**src/rtl/spi_reg_bridge.sv**
```systemverilog
// Turns framed SPI slave bytes into register bus cycles: a command byte {RW, addr}
// followed by a data burst, with read data prefetched so read bursts never stall.
module spi_reg_bridge #(
   parameter int          ADDR_W   = 7,
   parameter logic [7:0]  STATUS   = 8'hA5,
   parameter bit          AUTO_INC = 1'b1
) (
   input  logic              clk,
   input  logic              rst,
   input  logic              spi_ss_n,
   input  logic              s_valid,
   output logic              s_ready,
   input  logic [7:0]        s_rx_data,
   output logic [7:0]        s_tx_data,
   output logic              reg_wr_en,
   output logic              reg_rd_en,
   output logic [ADDR_W-1:0] reg_addr,
   output logic [7:0]        reg_wdata,
   input  logic [7:0]        reg_rdata,
   output logic              busy
);

   typedef enum logic [2:0] {
      IDLE, CMD, RD_REQ, RD_WAIT, RD_DATA, WR_DATA, WR_DO
   } state_t;

   localparam logic [ADDR_W-1:0] INC = ADDR_W'(AUTO_INC);

   state_t     state;
   logic [7:0] prefetch;
   logic       ss_meta, ss_sync;
   logic       hs;

   // Chip select idles high, so the synchroniser resets to "deselected".
   always_ff @(posedge clk) begin
      if (rst) begin
         ss_meta <= 1'b1;
         ss_sync <= 1'b1;
      end else begin
         ss_meta <= spi_ss_n;
         ss_sync <= ss_meta;
      end
   end

   always_comb begin
      s_ready = s_valid & (state == IDLE || state == CMD ||
                           state == RD_DATA || state == WR_DATA);
      case (state)
         CMD:     s_tx_data = STATUS;
         RD_DATA: s_tx_data = prefetch;
         default: s_tx_data = 8'h00;
      endcase
   end

   assign hs   = s_valid & s_ready;
   assign busy = (state != IDLE);

   // reg_addr is the burst address register itself; strobes are set on entry
   // to RD_REQ / WR_DO so they are high exactly while the FSM sits there.
   always_ff @(posedge clk) begin
      if (rst) begin
         state     <= IDLE;
         reg_addr  <= '0;
         prefetch  <= 8'h00;
         reg_wdata <= 8'h00;
         reg_wr_en <= 1'b0;
         reg_rd_en <= 1'b0;
      end else begin
         reg_wr_en <= 1'b0;
         reg_rd_en <= 1'b0;
         case (state)
            IDLE: begin
               if (!ss_sync) state <= CMD;
            end
            CMD: begin
               if (ss_sync) begin
                  state <= IDLE;
               end else if (hs) begin
                  reg_addr <= s_rx_data[ADDR_W-1:0];
                  if (s_rx_data[7]) begin
                     state     <= RD_REQ;
                     reg_rd_en <= 1'b1;
                  end else begin
                     state <= WR_DATA;
                  end
               end
            end
            RD_REQ: begin
               state <= ss_sync ? IDLE : RD_WAIT;
            end
            RD_WAIT: begin
               prefetch <= reg_rdata;
               state    <= ss_sync ? IDLE : RD_DATA;
            end
            RD_DATA: begin
               if (ss_sync) begin
                  state <= IDLE;
               end else if (hs) begin
                  reg_addr  <= reg_addr + INC;
                  reg_rd_en <= 1'b1;
                  state     <= RD_REQ;
               end
            end
            WR_DATA: begin
               // An accepted write byte is always committed, even on abort.
               if (hs) begin
                  reg_wdata <= s_rx_data;
                  reg_wr_en <= 1'b1;
                  state     <= WR_DO;
               end else if (ss_sync) begin
                  state <= IDLE;
               end
            end
            WR_DO: begin
               reg_addr <= reg_addr + INC;
               state    <= ss_sync ? IDLE : WR_DATA;
            end
            default: state <= IDLE;
         endcase
      end
   end

endmodule

```
**config.mk**
```make
export PLATFORM = sky130hd
export DESIGN_NAME = spi_reg_bridge
export DESIGN_NICKNAME = d
export VERILOG_FILES = /design/src/rtl/spi_reg_bridge.sv
export SDC_FILE = /design/constraint.sdc
export NUM_CORES = 1
export LEC_CHECK = 0
export CORE_ASPECT_RATIO = 0.5
export CORE_MARGIN = 1
export CORE_UTILIZATION = 46
export CTS_CLUSTER_DIAMETER = 60
export CTS_CLUSTER_SIZE = 12
export DETAILED_ROUTE_END_ITERATION = 8
export PLACE_DENSITY = 0.86
export SLEW_MARGIN = 40
export SYNTH_ARGS = -nofsm -noshare
export SYNTH_HDL_FRONTEND = slang
export SYNTH_SLANG_ARGS = --single-unit
export TNS_END_PERCENT = 20
```
**constraint.sdc**
```tcl
create_clock -name clk -period 1.45 [get_ports clk]
set_input_delay 0.29 -clock clk [delete_from_list [all_inputs] [get_ports clk]]
set_output_delay 0.29 -clock clk [all_outputs]
set_load 0.01 [all_outputs]
```
-- Yosys cells after proc, flatten, opt, wreduce, memory -nomap -nowiden
Cells that the tools add are included.
- logic and storage cells: 60
- register bits after elaboration: 30
- output and inout bits: 27
- equal/unequal tests: 14
- reductions and logical operators: 10
- muxes and demuxes: 24
- bitwise operators: 3
- $add $sub $neg: 1
- operators with widths (operator ; count):
    $mux W3 ; 10
    $mux W7 ; 4
    $pmux W3 S7 ; 1
    $pmux W7 S3 ; 1
    $pmux W8 S2 ; 1
    $ne A2 B2 Y1 const B ; 5
    $eq A3 B3 Y1 const B ; 3
    $ne A3 B3 Y1 const B ; 3
    $add A7 B1 Y7 const B ; 1
    $eq A3 B2 Y1 const B ; 2
    $reduce_bool A3 Y1 ; 2
    $mux W1 ; 5
    $reduce_and A5 Y1 ; 1
    $reduce_and A4 Y1 ; 1
    $eq A3 B1 Y1 const B ; 1
    $logic_not A3 Y1 ; 1
    $logic_or A1 B1 Y1 ; 3
    $and A1 B1 Y1 ; 2
    $mux W2 ; 1
    $pmux W1 S2 ; 1
    $reduce_and A2 Y1 ; 1
    $reduce_or A2 Y1 ; 1
    $not A1 Y1 ; 1

-- Longest topological paths before layout
- depth after elaboration: 9
- gate-level depth with buffers: 6
- gate-level depth less buffers: 5

-- Worst setup path after synthesis
OpenSTA, ideal clock, no wires.
- kind: reg2out
- start: register state[2]
- end: output s_tx_data[0]
- arrival time: 1.079 ns
- required time: 1.160 ns
- slack: 0.081 ns
- stages on the path, launching flop included: 7
- path through: dfxtp_1 buf_6 nor2b_4 buf_6 buf_2 a21oi_1 nor2_1
- word-level cells in the longest chain between the ends: 2
- ends and longest elaborated chain (what ; line ; text):
    start, declared ; 29 ; state_t state;
    start signal, assigned ; 89 ; state <= ss_sync ? IDLE : RD_WAIT;
    start signal, assigned ; 93 ; state <= ss_sync ? IDLE : RD_DATA;
    start signal, assigned ; 116 ; state <= ss_sync ? IDLE : WR_DATA;
    $eq A3 B3 Y1 or $eq A3 B1 Y1 (tied branches) ; 48 ; case (state)
    $pmux W8 S2 (*) ; 48 ;
    end, declared ; 14 ; output logic [7:0] s_tx_data,
Every way passes the cells marked *; elsewhere a longest branch is shown, timed or not.

-- Worst setup path after layout
- start: register state[2]
- end: output s_tx_data[2]
The elaborated chain is that of the path after synthesis.

==> results.md <==
* Status: complete, but fails checks
* Failing checks: negative setup slack
* Synthesized netlist cell count at 193
* Netlist cell types at 37
* Avg Inst Size Synth at 7.90 um2
* Die area at 3560 um2
* Reg2reg path depth at 7
* GP Congestion at 0.895
* Via density at 5.98
* Register clock-pin slew on the reported worst setup and hold paths at 0.07 ns
* Top-count cell post-synth: nand2_1
* NetSw at 1.44 mW
* H-tree levels at 2
* Max-slew violation count at 0
* Post-Route Setup TNS at -1.32 ns
* Worst Clk Skew at 0.00202 ns
* Antenna violations before repair at 0
* Iter 0 DRT Violations at 140
* WHS Path Cells at 1
* Synth async-reset ratio at 0%
* Initial core utilization at 49.5%
* Antenna-violating nets left at 0
* Final setup fails at 14
* Sequential-to-total area share from yosys stat at 39.4%
* Global-route wire length before repair at 7450 um
* Synth area leaders: dfxtp_1 39%, a21oi_1 9.5%, nand2_1 8.4%, nand3_1 4.9%, o32ai_1 3.4%
* Worst Path Class, Setup: reg2out
* Final core utilization at 79.6%
* Worst Path Required at 1.16 ns
* Post-Syn Area at 1530 um2
* Worst IR Drop VDD at 0.00115 V
* Flops & latches, synth at 30
* Final cycle utilization of the critical path at 117%
* Clock power frac at 22.2%
* DP Wirelength at 2910 um
* Core area at 3080 um2
* Total CTS buffers at 5
* CTS root buf: clkbuf_8
* IO Count at 47
* Leak at 1.11 nW
* Cell internal pwr at 2.37 mW
* Hold Crit Class: reg2reg
* Count of flip-flops with a built-in enable after synthesis at 0
* Ant. Diodes at 0
* Die Width at 83.4 um
* Vias in the first global route at 1,623
* Worst reg2reg endpoint: state[2]$_SDFFE_PP0P_
* WL final at 5230 um
* Part of the power in registers at 27.0%
* Worst hold slack at 0.434 ns
* Final hold vios at 0
* Cell area power density at 1550 nW/um2
* DRC at 0
* GR Util All Layers at 27.0%
* Final worst-path setup slack at -0.240 ns
* CTS tree: done
* GR Overflow Total at 0
* Fill count at 188
* Switching share of total power at 37.8%
* Relative slew slack at 77.3%
* Site Rows at 14
* RSZ-0062 raised after global routing: yes
* Combinational group share of total power at 50.7%
* Max_cap viols at 0
* Hold Crit Start: ss_meta$_SDFF_PP1_
* Worst-margin pin slew at 0.340 ns
* Synthesis warning total at 0
* Worst Path Arrival at 1.40 ns
* CP endpoint kind: output pin
* CTS Buffer Depth at 2
* Syn_nets at 214
* Fmax at 592 MHz
* Synth top area share at 39.4%
* Clock Latency Late Sink at 0.29 ns
* Layout cells sized above 1 at 33.1%
* Reg-to-Reg Start: state[2]$_SDFFE_PP0P_
* Ys flop type: dfxtp_1
* Largest net degree at the start of global routing at 28
* Area grow syn2layout at 60.9%
* Clock Sinks at 30
* Pre-Repair DR Iteration Count at 5
* Buffers on Ports at 46
* Crit path time final at 1.69 ns
* Die Y-Extent at 42.7 um
* Maximum fanout along the worst path at 3
* NumNets Final at 289
* WL/cell at 16.9 um
* Synth area leader: dfxtp_1
* Startpoint types: flip-flop
* Hold-critical path endpoint: ss_sync$_SDFF_PP1_
* Post-synth top cells: 34 x nand2_1, 30 x dfxtp_1, 29 x a21oi_1
* Reg2reg setup slack at -0.06 ns
* Vias at 1,848
[what timing repair did]
| action | CTS | global route |
|---|---|---|
| gates resized for setup | 76 | 24 |
| setup buffers | 12 | 4 |
| pin swaps | 10 | 3 |
| hold buffers | 0 | 0 |
| gates cloned | 1 | 0 |
| setup endpoints to repair | 27 | 27 |
| hold endpoints to repair | 0 | 0 |
[layout make-up]
cell class	instances	area, um2	share of cell area, %
inverter	4	15.0	0.612
tap	40	50.0	2.04
sequential	30	616	25.1
clock inverter	3	40.0	1.63
timing repair buffer	81	719	29.3
multi-input combinational	146	945	38.5
clock buffer	5	68.8	2.80
[kinds of logic after synthesis]
group	share of synthesized area [%]
AND/OR/NAND/NOR	30.3
AO/OA/AOI/OAI	21.4
flip-flops	39.4
buffers and inverters	6.89
XOR/XNOR	0.574
multiplexers	0.656
adder cells (fa/ha/maj)	0.820
[through the flow]
step	worst slack (ns)	instance area, um2	instances	power [mW]
after floorplan	0.0812	1530	193	1.90
after global placement	-0.262	2120	286	2.37
after detailed placement	-0.298	2120	286	2.42
after CTS	-0.148	2360	307	3.53
after global routing	-0.305	2450	309	3.96
final	-0.240	2450	309	3.81
[worst max path at each step]
| stage | startpoint | to | slack [ns] | depth (start not counted) |
|---|---|---|---|---|
| 3_3_place_gp | s_valid | s_ready | -0.26 | 4 |
| 2_1_floorplan | state[2]$_SDFFE_PP0P_ | s_tx_data[0] | 0.08 | 6 |
| 6_report | state[2]$_SDFFE_PP0P_ | s_tx_data[2] | -0.24 | 6 |
| 4_1_cts | state[2]$_SDFFE_PP0P_ | s_tx_data[7] | -0.15 | 6 |
| 5_1_grt | state[2]$_SDFFE_PP0P_ | s_tx_data[2] | -0.31 | 6 |
| 3_5_place_dp | s_valid | s_ready | -0.30 | 4 |
[power by group through the flow]
stage,registers (mW),clock network (mW),logic [mW]
after detailed placement,1.01,0,1.40
after CTS,1.02,0.828,1.68
after floorplan,0.993,0,0.903
after global routing,1.04,0.882,2.03
final,1.03,0.846,1.93
after global placement,1.01,0,1.37
[sequential cells by signal, summed over array words and instances (netlist names)]
register	cells
reg_wr_en	1
prefetch	8
ss_meta	1
ss_sync	1
reg_rd_en	1
reg_addr	7
reg_wdata	8
state	3
[worst max-delay path: stages, from the launching register on]
cell     delay [ns]
dfxtp_4        0.37
nor2b_4        0.19
buf_6          0.13
buf_6          0.09
a21oi_2        0.04
nor2_1         0.13
buf_2          0.15
[layer usage]
layer | track usage (%) | vias to the layer above | part of all wire, %
met1 | 31.7 | 882 | 40
met5 | 0 | - | 0
met3 | 6.81 | 27 | 6.4
met2 | 47.5 | 108 | 50
li1 | - | 831 | -
met4 | 12.9 | 0 | 3.7
[cell usage in the layout, fill, tap and decap left out, drive strengths merged]
cell type,n
buf,45
nand2,34
dfxtp,30
a21oi,29
clkdlybuf4s50,21
nand3,15
nor2,9
dlygate4sd2,8
nand2b,8
dlymetal6s2s,7
o32ai,6
and3,6
clkbuf,5
nor2b,5
nor3,5
inv,4
o21ai,4
a22oi,4
nor4,3
a21boi,3
or2,2
a211oi,2
clkinv,2
o21a,1
nor3b,1
a311oi,1
a31oi,1
or3,1
nand3b,1
a32oi,1
o22a,1
xor2,1
mux2i,1
ha,1
bufinv,1
(Power assumes the default switching activity.)
